**src/rtl/i2c_pkg.sv**
```systemverilog
// Shared types and constants for the I2C register-pointer target.
package i2c_pkg;

  // Protocol phase of the target; *Ack states cover the ninth clock of a byte.
  typedef enum logic [3:0] {
    StIdle,
    StAddr,
    StAddrAck,
    StPtr,
    StPtrAck,
    StWdata,
    StWdataAck,
    StRdata,
    StRdataAck,
    StIgnore
  } i2c_tgt_state_t;

  // SDA level seen on the ninth clock.
  localparam logic I2C_ACK  = 1'b0;
  localparam logic I2C_NACK = 1'b1;

  // Position of the R/W flag in the address byte (1 = read).
  localparam int unsigned RW_BIT = 0;

endpackage

```
**src/rtl/i2c_line_filter.sv**
```systemverilog
// Synchroniser plus stability filter for one open-drain line, with one-cycle edge flags.
module i2c_line_filter #(
  parameter int unsigned FILT_LEN = 4
) (
  input  logic clk,
  input  logic rst,
  input  logic line_in,
  output logic level,
  output logic rise,
  output logic fall
);

  localparam int unsigned CW = $clog2(FILT_LEN + 1);

  logic          sync1_q, sync2_q;
  logic          level_q, rise_q, fall_q;
  logic [CW-1:0] cnt_q;

  // Two-flop synchroniser; resets to the idle (released) bus level.
  always_ff @(posedge clk or posedge rst) begin
    if (rst) begin
      sync1_q <= 1'b1;
      sync2_q <= 1'b1;
    end else begin
      sync1_q <= line_in;
      sync2_q <= sync1_q;
    end
  end

  // Accept a new level only after FILT_LEN consecutive samples that differ from it.
  always_ff @(posedge clk or posedge rst) begin
    if (rst) begin
      level_q <= 1'b1;
      cnt_q   <= '0;
      rise_q  <= 1'b0;
      fall_q  <= 1'b0;
    end else begin
      rise_q <= 1'b0;
      fall_q <= 1'b0;
      if (sync2_q == level_q) begin
        cnt_q <= '0;
      end else if (cnt_q == CW'(FILT_LEN - 1)) begin
        level_q <= sync2_q;
        cnt_q   <= '0;
        rise_q  <= sync2_q;
        fall_q  <= ~sync2_q;
      end else begin
        cnt_q <= cnt_q + 1'b1;
      end
    end
  end

  assign level = level_q;
  assign rise  = rise_q;
  assign fall  = fall_q;

endmodule

```
**src/rtl/i2c_target_regs.sv**
```systemverilog
// I2C target with an 8-bit register pointer, exposing a simple register read/write bus.
module i2c_target_regs
  import i2c_pkg::*;
#(
  parameter logic [6:0]  TARGET_ADDR = 7'h50,
  parameter int unsigned AW          = 4,
  parameter int unsigned FILT_LEN    = 4
) (
  input  logic          clk_clk,
  input  logic          reset_reset,
  input  logic          scl_in,
  input  logic          sda_in,
  output logic          scl_oe,
  output logic          sda_oe,
  output logic          wr_valid,
  output logic [AW-1:0] wr_addr,
  output logic [7:0]    wr_data,
  output logic [AW-1:0] rd_addr,
  input  logic [7:0]    rd_data,
  output logic          busy
);

  logic scl_level, scl_rise, scl_fall;
  logic sda_level, sda_rise, sda_fall;

  i2c_line_filter #(.FILT_LEN(FILT_LEN)) u_scl_filt (
    .clk     (clk_clk),
    .rst     (reset_reset),
    .line_in (scl_in),
    .level   (scl_level),
    .rise    (scl_rise),
    .fall    (scl_fall)
  );

  i2c_line_filter #(.FILT_LEN(FILT_LEN)) u_sda_filt (
    .clk     (clk_clk),
    .rst     (reset_reset),
    .line_in (sda_in),
    .level   (sda_level),
    .rise    (sda_rise),
    .fall    (sda_fall)
  );

  i2c_tgt_state_t state_q, state_d;
  logic [2:0]     bit_cnt_q, bit_cnt_d;
  logic [6:0]     shift_q, shift_d;   // previous seven bits; full byte = {shift_q, sda_level}
  logic [6:0]     tx_q, tx_d;         // read bits still to be driven, next one at [6]
  logic [AW-1:0]  ptr_q, ptr_d;
  logic           phase_q, phase_d;   // ack states: second half pending / master ACK seen
  logic           sda_oe_q, sda_oe_d;
  logic           wr_valid_q, wr_valid_d;
  logic [AW-1:0]  wr_addr_q, wr_addr_d;
  logic [7:0]     wr_data_q, wr_data_d;

  logic       start_cond, stop_cond, last_bit;
  logic [7:0] byte_in;

  assign start_cond = sda_fall & scl_level;
  assign stop_cond  = sda_rise & scl_level;
  assign byte_in    = {shift_q, sda_level};
  assign last_bit   = (bit_cnt_q == 3'd7);

  // Next-state logic: START/STOP take priority over any bit-level activity.
  always_comb begin
    state_d    = state_q;
    bit_cnt_d  = bit_cnt_q;
    shift_d    = shift_q;
    tx_d       = tx_q;
    ptr_d      = ptr_q;
    phase_d    = phase_q;
    sda_oe_d   = sda_oe_q;
    wr_valid_d = 1'b0;
    wr_addr_d  = wr_addr_q;
    wr_data_d  = wr_data_q;

    if (start_cond) begin
      state_d   = StAddr;
      bit_cnt_d = '0;
      shift_d   = '0;
      phase_d   = 1'b0;
      sda_oe_d  = 1'b0;
    end else if (stop_cond) begin
      state_d   = StIdle;
      bit_cnt_d = '0;
      phase_d   = 1'b0;
      sda_oe_d  = 1'b0;
    end else begin
      unique case (state_q)
        StIdle: ;

        StAddr, StPtr, StWdata: begin
          if (scl_rise) begin
            shift_d   = byte_in[6:0];
            bit_cnt_d = bit_cnt_q + 3'd1;
            phase_d   = 1'b0;
            if (last_bit) begin
              if (state_q == StAddr) begin
                // General call (address 0) is never answered.
                if (byte_in[7:1] == TARGET_ADDR && byte_in[7:1] != 7'd0) begin
                  state_d = StAddrAck;
                end else begin
                  state_d = StIgnore;
                end
              end else if (state_q == StPtr) begin
                ptr_d   = byte_in[AW-1:0];
                state_d = StPtrAck;
              end else begin
                wr_valid_d = 1'b1;
                wr_addr_d  = ptr_q;
                wr_data_d  = byte_in;
                ptr_d      = ptr_q + 1'b1;
                state_d    = StWdataAck;
              end
            end
          end
        end

        // Drive ACK from the fall ending bit 8 to the fall ending the ninth clock.
        StAddrAck, StPtrAck, StWdataAck: begin
          if (scl_fall) begin
            if (!phase_q) begin
              phase_d  = 1'b1;
              sda_oe_d = 1'b1;
            end else begin
              phase_d   = 1'b0;
              sda_oe_d  = 1'b0;
              bit_cnt_d = '0;
              if (state_q == StAddrAck && shift_q[RW_BIT]) begin
                state_d  = StRdata;
                tx_d     = rd_data[6:0];
                sda_oe_d = ~rd_data[7];
              end else if (state_q == StAddrAck) begin
                state_d = StPtr;
              end else begin
                state_d = StWdata;
              end
            end
          end
        end

        StRdata: begin
          if (scl_fall) begin
            bit_cnt_d = bit_cnt_q + 3'd1;
            if (last_bit) begin
              sda_oe_d = 1'b0;
              phase_d  = 1'b0;
              state_d  = StRdataAck;
            end else begin
              sda_oe_d = ~tx_q[6];
              tx_d     = {tx_q[5:0], 1'b0};
            end
          end
        end

        // Pointer advances on either response so it ends one past the last byte read.
        StRdataAck: begin
          if (!phase_q && scl_rise) begin
            ptr_d = ptr_q + 1'b1;
            if (sda_level == I2C_ACK) begin
              phase_d = 1'b1;
            end else begin
              state_d = StIgnore;
            end
          end else if (phase_q && scl_fall) begin
            phase_d   = 1'b0;
            bit_cnt_d = '0;
            tx_d      = rd_data[6:0];
            sda_oe_d  = ~rd_data[7];
            state_d   = StRdata;
          end
        end

        StIgnore: sda_oe_d = 1'b0;

        default: begin
          state_d  = StIdle;
          sda_oe_d = 1'b0;
        end
      endcase
    end
  end

  // State registers; reset releases SDA immediately.
  always_ff @(posedge clk_clk or posedge reset_reset) begin
    if (reset_reset) begin
      state_q    <= StIdle;
      bit_cnt_q  <= '0;
      shift_q    <= '0;
      tx_q       <= '0;
      ptr_q      <= '0;
      phase_q    <= 1'b0;
      sda_oe_q   <= 1'b0;
      wr_valid_q <= 1'b0;
      wr_addr_q  <= '0;
      wr_data_q  <= '0;
    end else begin
      state_q    <= state_d;
      bit_cnt_q  <= bit_cnt_d;
      shift_q    <= shift_d;
      tx_q       <= tx_d;
      ptr_q      <= ptr_d;
      phase_q    <= phase_d;
      sda_oe_q   <= sda_oe_d;
      wr_valid_q <= wr_valid_d;
      wr_addr_q  <= wr_addr_d;
      wr_data_q  <= wr_data_d;
    end
  end

  assign scl_oe   = 1'b0;
  assign sda_oe   = sda_oe_q;
  assign wr_valid = wr_valid_q;
  assign wr_addr  = wr_addr_q;
  assign wr_data  = wr_data_q;
  assign rd_addr  = ptr_q;
  assign busy     = (state_q == StAddrAck) || (state_q == StPtr) || (state_q == StPtrAck) ||
                    (state_q == StWdata) || (state_q == StWdataAck) ||
                    (state_q == StRdata) || (state_q == StRdataAck);

endmodule

```
**config.mk**
```make
export PLATFORM = sky130hd
export DESIGN_NAME = i2c_target_regs
export DESIGN_NICKNAME = d
export VERILOG_FILES = /design/src/rtl/i2c_pkg.sv /design/src/rtl/i2c_line_filter.sv /design/src/rtl/i2c_target_regs.sv
export SDC_FILE = /design/constraint.sdc
export NUM_CORES = 1
export LEC_CHECK = 0
export BUFFER_PORTS_ARGS = -buffer_cell sky130_fd_sc_hd__buf_4
export CAP_MARGIN = 20
export CORE_AREA = 2 2 78 80
export CTS_CLUSTER_DIAMETER = 100
export CTS_CLUSTER_SIZE = 40
export DETAILED_ROUTE_END_ITERATION = 10
export DIE_AREA = 0 0 80 82
export MAX_ROUTING_LAYER = met4
export PLACE_DENSITY = 0.73
export REMOVE_ABC_BUFFERS = 1
export SETUP_SLACK_MARGIN = 0.2
export SYNTH_ARGS = -nofsm -noshare
export SYNTH_HDL_FRONTEND = slang
export SYNTH_SLANG_ARGS = --single-unit
```
**constraint.sdc**
```tcl
create_clock -name clk_clk -period 1.95 [get_ports clk_clk]
set_input_delay 0.39 -clock clk_clk [delete_from_list [all_inputs] [get_ports clk_clk]]
set_output_delay 0.39 -clock clk_clk [all_outputs]
set_load 0.02 [all_outputs]
```
After elaboration in Yosys (flattened, before gate mapping)
Cells that the tools add are included.
{"block": "word_totals", "regBits": 56}
{"block": "op_classes", "addsub": 4, "eq_ne": 40, "mux": 84, "bitwise": 12, "n_reduce_logical": 32}
{"cell": "2-to-1 mux 7 bit", "n": 11}
{"cell": "2-to-1 mux 4 bit", "n": 18}
{"cell": "2-to-1 mux 3 bit", "n": 14}
{"cell": "2-to-1 mux 1 bit", "n": 34}
{"cell": "AND reduction 7 bit", "n": 4}
{"cell": "case mux 7 bit (3 select lines)", "n": 1}
{"cell": "inequality test 4 bit (second input constant)", "n": 5}
{"cell": "case mux 4 bit (5 select lines)", "n": 1}
{"cell": "inequality test 2 bit (second input constant)", "n": 9}
{"cell": "== test 4 x 3 -> 1 bit (second input constant)", "n": 4}
{"cell": "inequality test 4 x 3 -> 1 bit (second input constant)", "n": 3}
{"cell": "case mux 3 bit (4 select lines)", "n": 1}
{"cell": "inequality test 5 bit (second input constant)", "n": 2}
{"cell": "NOT 1 bit", "n": 10}
{"cell": "AND reduction 10 bit", "n": 1}
{"cell": "adder 3 x 1 -> 3 bit (second input constant)", "n": 3}
{"cell": "AND reduction 9 bit", "n": 1}
{"cell": "== test 4 x 2 -> 1 bit (second input constant)", "n": 2}
{"cell": "== test 4 bit (second input constant)", "n": 2}
{"cell": "case mux 1 bit (4 select lines)", "n": 2}
{"cell": "case mux 4 bit (2 select lines)", "n": 1}
{"cell": "== test 7 bit (second input constant)", "n": 1}
{"cell": "nonzero test 7 bit", "n": 1}
{"cell": "== test 3 x 2 -> 1 bit (second input constant)", "n": 2}
{"cell": "22 further kinds", "n": 39}

Depth between registers and ports, before layout
Gate-level depths: netlist of run 1.
{"block": "logic_depth", "depth_word": 9, "depth_mapped": 9, "mapped_depth_nobuf": 8}

Cells and area by module
From an unflattened synthesis of run 1, not the netlist that was laid out.
{"block": "unflattened", "hier_cells": 268, "hier_area_um2": 2901.5}
{"mod": "i2c_target_regs", "instances": 1, "cells_per_inst": 232, "area_per_inst_um2": 2316.0, "seq_area_each_um2": 1001.0}
{"mod": "i2c_line_filter", "instances": 2, "cells_per_inst": 18, "area_per_inst_um2": 292.8, "seq_area_each_um2": 203.9}

Worst setup path after synthesis of run 1
OpenSTA, ideal clock, no wires.
{"block": "synth_timing", "path_kind": "reg2reg", "start": "register bit_cnt_q[0]", "end": "register state_q[1]", "setup_time_ns": 0.126, "arrival_time_ns": 1.869, "setup_slack_ns": -0.045, "path_stages_with_launch": 9, "n_path_buf": 0, "path_cell_list": "dfrtp_1 ha_1 ha_1 mux2i_1 a221oi_2 o311ai_2 a211oi_2 o311a_1 nor3_2"}
{"block": "synth_via", "elab_chain_len": 3, "elab_cells_between_ends": 4}
{"item": "start, declared", "line_no": "i2c_target_regs.sv:45", "source": "logic [2:0] bit_cnt_q, bit_cnt_d;"}
{"item": "start signal, assigned", "line_no": "i2c_target_regs.sv:198", "source": "bit_cnt_q <= bit_cnt_d;"}
{"item": "== test 3 bit (*)", "line_no": "i2c_target_regs.sv:61", "source": "assign last_bit = (bit_cnt_q == 3'd7);"}
{"item": "inequality test 4 bit (no source line)"}
{"item": "AND reduction 9 bit (no source line) (*)"}
{"item": "end signal, assigned", "line_no": "i2c_target_regs.sv:186", "source": "state_q <= StIdle;"}
{"item": "end signal, assigned", "line_no": "i2c_target_regs.sv:197", "source": "state_q <= state_d;"}
{"item": "end, declared", "line_no": "i2c_target_regs.sv:44", "source": "i2c_tgt_state_t state_q, state_d;"}
Mark *: on every way between the ends. The rest lies on a longest branch, timed or not.
A chain may end at the register's enable or synchronous reset.

Worst setup path in the final report of run 1
{"block": "layout_timing", "start": "register state_q[1]", "end": "register phase_q"}
{"block": "layout_via", "elab_chain_len": 5, "elab_cells_between_ends": 21}
{"item": "== test 4 x 2 -> 1 bit (tied with other cells)", "line_no": "i2c_target_regs.sv:88", "source": "unique case (state_q)"}
{"item": "OR reduction 3 bit", "line_no": "i2c_target_regs.sv:88"}
{"item": "case mux 1 bit (4 select lines)", "line_no": "i2c_target_regs.sv:88"}
{"item": "2-to-1 mux 1 bit", "line_no": "i2c_target_regs.sv:82", "source": "end else if (stop_cond) begin"}
{"item": "2-to-1 mux 1 bit", "line_no": "i2c_target_regs.sv:76", "source": "if (start_cond) begin"}
{"item": "end signal, assigned", "line_no": "i2c_target_regs.sv:202", "source": "phase_q <= phase_d;"}
{"item": "end, declared", "line_no": "i2c_target_regs.sv:49", "source": "logic phase_q, phase_d;"}
Several ways; a longest one is shown, not always the timed one.

==> results.yml, run 1 <==
outcome:
  outcome: "complete, but fails checks"
  failed_checks: "setup timing"
floorplanning:
  start_util_pct: 50.0
  rows: 28
  die_h_um: 82
  die_x_um: 80
  ioPinCount: 32
  die-area_um2: 6560
  core_area_um2: 5750
cts:
  clk_pin_slew_worst_paths_ns: 0.10
  cts_buffers: 5
  htreeDepth: 2
  cts_sinks: 56
  clk_path_buf_depth: 2
  holdBufCountCts: 0
  insertion_delay_ns: 0.31
  cts_tree: "built"
  clockRootBuffer: "clkbuf_8"
setup_path:
  crit_family: "simple AND/OR/NAND/NOR gates"
  end_kind: "flip-flop"
  path_max_fanout: 4
  critPathMaxStageDelay_ns: 0.54
  arrival_ns: 2.24
  cp.required_ns: 2.16
  critPathSlowestCell: "or4b_4"
  worstSetupStartpointType: "flip-flop"
  path_class: "flip-flop to flip-flop"
  crit_buf_inv: 1
  crit_chain: "or4b_4 > buf_6 > or3_4 > o211ai_4 > a221o_2 > a21oi_1 > o21a_1"
sta:
  setup_viol: 5
  post-route-period-util_pct: 105
  setup_slack_ns: -0.0888
  drv_slew: 0
  holdWs_ns: 0.127
  rsz0062_at_grt: "true"
  min_period_ns: 2.04
  hold_viol: 0
  setup_tns_ns: -0.234
  finalClockSkew_ns: 0.0120
  max_freq_ghz: 0.490
placed_design:
  placed_cells: 412
  port_buffers: 30
  placed_area_um2: 3430
  place_congestion: 0.955
  preCtsSetupSlack_ns: -0.190
  hpwlAfterDp_mm: 4.59
job:
  maxCapViolCount: 0
route:
  dr_total_vias: 2381
  drtIter0Drc: 182
  wire_per_inst_um: 15.4
  viasPerCell: 5.55
  dr.pass1.iters: 6
  antenna_left: 0
  drt_wl_total_mm: 6.62
  drc: 0
hold_path:
  hold_class: "input pin to asynchronous set/reset pin"
global_route:
  grt_pass1_vias: 2282
  grt_overflow: 0
  grtUsageTotal_pct: 21.5
  grt_pass1_wl_mm: 10.8
  grt_antenna_before_repair: 0
  grt_start_max_net_pins: 57
layout:
  post-route-util_pct: 65.5
  nets: 370
  drive_gt1_share_pct: 36.2
  stdcell_count: 429
  area_growth_syn_to_layout_pct: 30.9
  diodes: 0
  design_area_um2: 3760
synthesis:
  yosys.area.top_type: "dfrtp_1"
  synth_area_per_cell_um2: 10.1
  ys_ff_latch: 56
  synth_edf_count: 0
  async_flop_share_pct: 100
  yosysSeqAreaShare_pct: 49.0
  ys_types: 58
  synthTopCellsByArea: "dfrtp_1, dfstp_2, nand2_1, mux2_1, a21oi_1"
  synth_top_area_share_pct: 43.5
  ys.flop_type: "dfrtp_1"
  syn_inst: 284
  syn-cell-area_um2: 2880
  synthTopCellsByCount: "dfrtp_1, nand2_1, a21oi_1, o21ai_0"
  synthMostInstantiatedCell: "dfrtp_1"
  yosys_warnings: 0
power:
  total_leakage_power_nw: 1.78
  p_total_mw: 2.99
  power.density_nw_per_um2: 795
  ir_drop_uv: 663
-- cell families after synthesis --
group	count (synthesis)	synth area share, %
simple gates	110	20.6
compound gates	69	15.8
flops	56	49.0
mux	23	8.66
buf+inv	18	3.00
fa+ha+maj	5	2.18
xor+xnor	2	0.609
other cells	1	0.130
-- power by group --
group | switching, mW | leakage (nW) | internal, mW
logic | 0.442 | 1.03 | 0.445
clock network | 0.363 | 0.0412 | 0.252
registers | 0.175 | 0.712 | 1.32
total | 0.980 | 1.78 | 2.01
-- routing by layer --
layer / vias to the layer above / track usage, % / part of all wire [%]
li1: 1160 / - / -
met1: 1162 / 29.2 / 45
met2: 51 / 34.0 / 50
met3: 8 / 2.75 / 3.7
met4: 0 / 6.44 / 1.5
met5: - / - / 0
-- cell type report --
class | count | area [µm²]
Fill cell | 467 | 1980
Multi-Input combinational cell | 210 | 1510
Sequential cell | 56 | 1410
Timing Repair Buffer | 77 | 654
Tap cell | 75 | 93.8
Clock buffer | 6 | 72.6
Clock inverter | 2 | 12.5
Inverter | 3 | 11.3
-- placed cells by master (no fill, tap or decap), types with 6 or more instances in the layout --
| master | n |
|---|---|
| a21oi_1 | 16 |
| buf_4 | 65 |
| nor2b_1 | 11 |
| nor3_1 | 6 |
| nand3_1 | 12 |
| o21ai_1 | 10 |
| dfstp_2 | 6 |
| mux2i_1 | 8 |
| dfrtp_1 | 49 |
| nand2_1 | 30 |
| o21ai_0 | 12 |
| nor2_1 | 13 |
| mux2_1 | 10 |
| buf_6 | 9 |
-- registers in the layout, indices dropped and copies added, names as in the netlist --
signal and cells:
tx_q 7, u_sda_filt.sync2_q 1, phase_q 1, u_scl_filt.rise 1
u_scl_filt.cnt_q 3, shift_q 7, bit_cnt_q 3, wr_addr 4
u_sda_filt.cnt_q 3, u_scl_filt.fall 1, sda_oe 1, wr_data 8
rd_addr 4, u_scl_filt.sync1_q 1, u_scl_filt.level 1, u_sda_filt.fall 1
u_sda_filt.level 1, u_scl_filt.sync2_q 1, wr_valid 1, u_sda_filt.sync1_q 1
u_sda_filt.rise 1, state_q 4
-- tightest hold or removal path, delay by kind of cell --
family,cells,cell delay [ns]
buffers and inverters,3,0.44
-- worst paths after layout --
path	to	cells past startpoint	slack (ns)	from
worst min-delay path	tx_q[0]	3	0.13	reset_reset
min in group clk_clk	u_sda_filt.sync1_q	1	0.19	sda_in
max in group asynchronous	u_sda_filt.level	3	1.53	reset_reset
worst max register to register	phase_q	7	-0.09	state_q[1]
worst min register to register	u_scl_filt.sync2_q	0	0.36	u_scl_filt.sync1_q
worst max-delay path	phase_q	7	-0.09	state_q[1]
-- repair_timing --
action	CTS	global route
cloned	0	2
gates resized for setup	25	18
pin swaps	9	10
endpoints found under the setup margin	35	37
setup buffers	4	3
(Power assumes the default switching activity.)
==> run 2, diff against run 1 <==
Settings changed: ABC_AREA set to 1, PLACE_DENSITY 0.73 to 0.75, SKIP_LAST_GASP set to 1.
==> results.yml, run 2 <==
floorplanning:
  core_area_um2: 5750
  die_h_um: 82
  ioPinCount: 32
  start_util_pct: 51.7
  rows: 28
  die_x_um: 80
  die-area_um2: 6560
power:
  clkPwrFrac_pct: 29.1
  ir_drop_uv: 704
  power_frac_comb_pct: 21.1
  power.density_nw_per_um2: 746
  netSwitchingFraction_pct: 30.1
  total_leakage_power_nw: 1.90
  p_total_mw: 2.70
  p_seq_share_pct: 49.8
  p_sw_mw: 0.815
  p_int_mw: 1.89
synthesis:
  synthTopCellsByCount: "nand2_1, dfrtp_1, inv_1"
  syn-cell-area_um2: 2970
  synth_area_per_cell_um2: 8.08
  yosys_warnings: 0
  yosysSeqAreaShare_pct: 47.4
  synth_top_area_share_pct: 42.1
  synthXorXnorAreaFrac_pct: 0.884
  synth_compound_area_share_pct: 10.4
  yosys.area.top_type: "dfrtp_1"
  syn_inst: 368
  synthMostInstantiatedCell: "nand2_1"
  ys_ff_latch: 56
  synth_edf_count: 0
  async_flop_share_pct: 100
  ys.flop_type: "dfrtp_1"
  synth_top_family_by_area: "simple AND/OR/NAND/NOR gates"
  yosys.area_share.adder_pct: 2.10
  synthSimpleGateAreaFrac_pct: 29.3
  yosys-mux-area-fraction_pct: 2.02
  synthTopCellsByArea: "dfrtp_1, nand2_1, nand3_1, dfstp_2, inv_1"
  ys_types: 30
setup_path:
  arrival_ns: 1.34
  crit_family: "flip-flops"
  critPathMaxStageDelay_ns: 0.49
  cp-startpoint: "state_q[2]"
  crit_buf_inv: 3
  r2r_start: "state_q[1]"
  worstSetupStartpointType: "flip-flop"
  cpMostUsedCell: "inv_4"
  path_max_fanout: 6
  cp.required_ns: 1.56
  end_kind: "primary output"
  critPathSlowestCell: "dfrtp_2"
  path_class: "flip-flop to primary output"
  crit_chain: "inv_4 > nand2_4 > nor2_4 > inv_4 > nand2_2 > buf_6"
cts:
  htreeDepth: 2
  clk_path_buf_depth: 2
  clockRootBuffer: "clkbuf_8"
  cts_sinks: 56
  cts_tree: "built"
  cts_buffers: 5
  clk_pin_slew_worst_paths_ns: 0.11
  insertion_delay_ns: 0.31
sta:
  max_freq_ghz: 0.578
  post-route-period-util_pct: 88.7
  drv_slew: 0
  setup_tns_ns: 0
  min_period_ns: 1.73
  hold_viol: 0
  finalClockSkew_ns: 0.00995
  rsz0062_at_grt: "true"
  setup_viol: 0
  setup_slack_ns: 0.220
route:
  drt_wl_total_mm: 6.72
  drc: 0
  dr_total_vias: 2644
  maxUsedRoutingLayer: "met4"
  wl_met3_um: 392
  route.met2.wl_mm: 3.33
  antenna_left: 0
  drt-met1-wl_mm: 2.83
  viasPerCell: 5.35
  dr.pass1.iters: 5
  drtIter0Drc: 229
  wire_per_inst_um: 13.6
layout:
  largest_register_ffs: 8
  nets: 435
  design_area_um2: 3630
  layout_common_cells: "nand2_1, dfrtp_1, buf_4, inv_1, nor2_1"
  fillers: 516
  final_common_cell: "nand2_1"
  area_growth_syn_to_layout_pct: 22.0
  multi_input_area_um2: 1430
  diodes: 0
  seq_area_um2: 1410
  drive_gt1_share_pct: 28.6
  stdcell_count: 494
placed_design:
  hpwlAfterDp_mm: 4.71
  preCtsSetupSlack_ns: 0.118
  placed_cells: 472
  place_congestion: 1.02
  port_buffers: 30
  placed_area_um2: 3310
global_route:
  grt_pass1_vias: 2520
  grt_start_max_net_pins: 24
  grt_antenna_before_repair: 0
  grt_overflow: 0
  grtUsageTotal_pct: 22.1
  grt_pass1_wl_mm: 11.1
job:
  maxCapViolCount: 0
outcome:
  outcome: "completed"
hold_path:
  hold_class: "input pin to asynchronous set/reset pin"
run 2: final timing paths:
| check | endpoint | slack, ns | cells after the start |
|---|---|---|---|
| max | busy | 0.22 | 6 |
| min | shift_q[6] | 0.08 | 2 |
| max reg2reg | bit_cnt_q[0] | 0.25 | 11 |
| min reg2reg | u_scl_filt.sync2_q | 0.36 | 0 |
| max in group asynchronous | shift_q[2] | 1.26 | 3 |
| min in group clk_clk | u_sda_filt.sync1_q | 0.18 | 1 |
run 2: area by class of cell:
class,instances,share of cell area (%)
sequential,56,39.0
tap,75,2.59
clock buffer,5,1.90
multi-input combinational,260,39.4
timing repair buffer,49,10.9
inverter,46,4.97
clock inverter,3,1.28
run 2: cell families after synthesis:
logic type / Yosys count
AOI/OAI and AO/OA: 49
xor gates and xnor gates: 3
adders and majority gates: 5
buffers and inverters: 53
DFF: 56
muxes: 6
other: 1
and+or+nand+nor: 195
run 2: power by group through the flow:
stage / Sequential, mW / Clock (mW) / Combinational [mW]
global placement: 1.37 / 0 / 0.476
CTS: 1.36 / 0.805 / 0.516
detailed placement: 1.38 / 0 / 0.494
finish: 1.35 / 0.786 / 0.572
floorplan: 1.38 / 0 / 0.341
global route: 1.36 / 0.847 / 0.655
run 2: timing repair:
| action | CTS | global route |
|---|---|---|
| endpoints found under the setup margin | 12 | 21 |
| cloned | 1 | 0 |
| pin swaps | 4 | 6 |
| hold buffers | 0 | 0 |
| buffers inserted | 4 | 9 |
| gates resized for setup | 9 | 21 |
run 2: worst register-to-register path: cells and delay by family, from the launching register on:
kind	cells	cell delay, ns
buffers and inverters	2	0.27
DFF	1	0.45
and+or+nand+nor	9	0.87
run 2: routing by layer:
metal | vias to the layer above | GRT usage [%]
met1 | 1237 | 27.3
met3 | 26 | 3.63
met2 | 104 | 37.3
li1 | 1277 | -
met5 | - | -
met4 | 0 | 7.63
run 2: stage by stage:
step / utilization, % / hold slack (ns)
4_1_cts: 60.6 / 0.0892
5_1_grt: 63.1 / 0.105
2_1_floorplan: - / 0.345
3_3_place_gp: 57.5 / 0.346
6_report: 63.1 / 0.0800
3_5_place_dp: 57.5 / 0.348
==> run 3, diff against run 2 <==
Settings changed: ABC_AREA 1 to not set, CTS_CLUSTER_SIZE 40 to 14, PLACE_DENSITY 0.75 to 0.73.
==> results.yml, run 3 (synthesis gave the netlist of run 1 again) <==
layout:
  layout_common_cells: "buf_4, dfrtp_1, nand2_1, a21oi_1, nor2_1"
  final_common_cell: "buf_4"
  drive_gt1_share_pct: 36.6
  nets: 374
  area_growth_syn_to_layout_pct: 30.7
  largest_register_ffs: 8
  fillers: 467
  diodes: 0
  stdcell_count: 433
global_route:
  grt_pass1_vias: 2276
  grtUsageTotal_pct: 21.2
  grt_antenna_before_repair: 0
  grt_pass1_wl_mm: 10.7
  grt_start_max_net_pins: 57
  grt_overflow: 0
outcome:
  failed_checks: "setup timing"
  outcome: "complete, but fails checks"
setup_path:
  critPathSlowestCell: "or4b_4"
  critPathMaxStageDelay_ns: 0.56
  arrival_ns: 2.25
  path_max_fanout: 4
  crit_chain: "or4b_4 > buf_6 > or3_4 > o211ai_4 > a221o_2 > a21oi_1 > o21a_1"
  path_class: "flip-flop to flip-flop"
  cp.required_ns: 2.15
  timing.rr.end: "phase_q"
  r2r_start: "state_q[2]"
  reg2reg_depth: 7
  end_kind: "flip-flop"
  worstSetupStartpointType: "flip-flop"
  rrSetupSlack_ns: -0.1
placed_design:
  placed_cells: 412
  preCtsSetupSlack_ns: -0.190
  port_buffers: 30
  hpwlAfterDp_mm: 4.59
  place_congestion: 0.955
route:
  wire_per_inst_um: 15.1
  viasPerCell: 5.50
  drt_wl_total_mm: 6.53
  drc: 0
  dr.pass1.iters: 4
  antenna_left: 0
  drtIter0Drc: 176
  dr_total_vias: 2382
sta:
  post-route-period-util_pct: 105
  min_period_ns: 2.05
  rsz0062_at_grt: "true"
  setup_viol: 8
  drv_slew: 0
  finalClockSkew_ns: 0.0115
  hold_viol: 0
  max_freq_ghz: 0.488
  setup_slack_ns: -0.0973
cts:
  htreeDepth: 2
  clk_pin_slew_worst_paths_ns: 0.10
  cts_buffers: 5
  cts_tree: "built"
  cts_sinks: 56
  clockRootBuffer: "clkbuf_8"
  clk_path_buf_depth: 2
  insertion_delay_ns: 0.31
hold_path:
  hold_class: "input pin to asynchronous set/reset pin"
floorplanning:
  die_h_um: 82
  rows: 28
  start_util_pct: 50.0
  core_area_um2: 5750
  die-area_um2: 6560
  ioPinCount: 32
  die_x_um: 80
power:
  power.density_nw_per_um2: 797
  total_leakage_power_nw: 1.79
  ir_drop_uv: 683
job:
  maxCapViolCount: 0
run 3: report_power, final:
| part | switching, mW | internal (mW) |
|---|---|---|
| combinational | 0.445 | 0.446 |
| sequential | 0.173 | 1.32 |
| clock | 0.362 | 0.252 |
| total | 0.980 | 2.02 |
run 3: per-layer routing:
metal,up-vias,GRT usage (%),wire [µm],part of all wire (%)
met5,-,-,0,0
met4,0,6.78,96,1.5
met3,8,2.75,195,3.0
met2,38,33.1,3340,51
met1,1169,29.0,2890,44
li1,1167,-,-,-
run 3: how the worst max path moves through the flow:
stage,start,to,slack [ns],cells after the start
after CTS,state_q[1],phase_q,-0.08,7
final,state_q[2],phase_q,-0.1,7
after floorplan,state_q[0],wr_addr[0],-0.21,5
after global routing,state_q[2],phase_q,-0.16,7
after global placement,bit_cnt_q[0],state_q[1],-0.10,8
after detailed placement,bit_cnt_q[0],state_q[1],-0.19,8
run 3: through the flow:
stage / cell area (µm²) / utilization, % / hold WS, ns / power [mW] / setup TNS, ns
after global placement: 3430 / 59.7 / 0.346 / 2.28 / -0.156
after detailed placement: 3430 / 59.7 / 0.351 / 2.31 / -0.573
after CTS: 3640 / 63.3 / 0.140 / 2.99 / -0.333
final: 3760 / 65.4 / 0.125 / 3.00 / -0.374
after floorplan: 2800 / - / 0.345 / 1.96 / -3.03
after global routing: 3760 / 65.4 / 0.143 / 3.17 / -1.19
run 3: area by class of cell:
cell class                      instances  area, µm²  share of cell area [%]
Clock buffer                            6       72.6                    1.93
Clock inverter                          2       12.5                   0.333
Inverter                                3       11.3                   0.300
Multi-Input combinational cell        210       1500                    39.9
Sequential cell                        56       1410                    37.5
Tap cell                               75       93.8                    2.50
Timing Repair Buffer                   81        659                    17.5
run 3: repair_timing:
action / CTS / global route
gates resized for setup: 21 / 17
setup buffers: 4 / 8
pin swaps: 9 / 12
endpoints found under the setup margin: 35 / 37
hold buffers: 0 / 0
cloned: 0 / 1
run 3: critical path: cells and delay by family, from the launching register on:
| kind | cells | cell delay, ns |
|---|---|---|
| AO/OA/AOI/OAI | 4 | 0.49 |
| buffers and inverters | 1 | 0.14 |
| flip-flops | 1 | 0.40 |
| AND/OR/NAND/NOR | 2 | 0.89 |
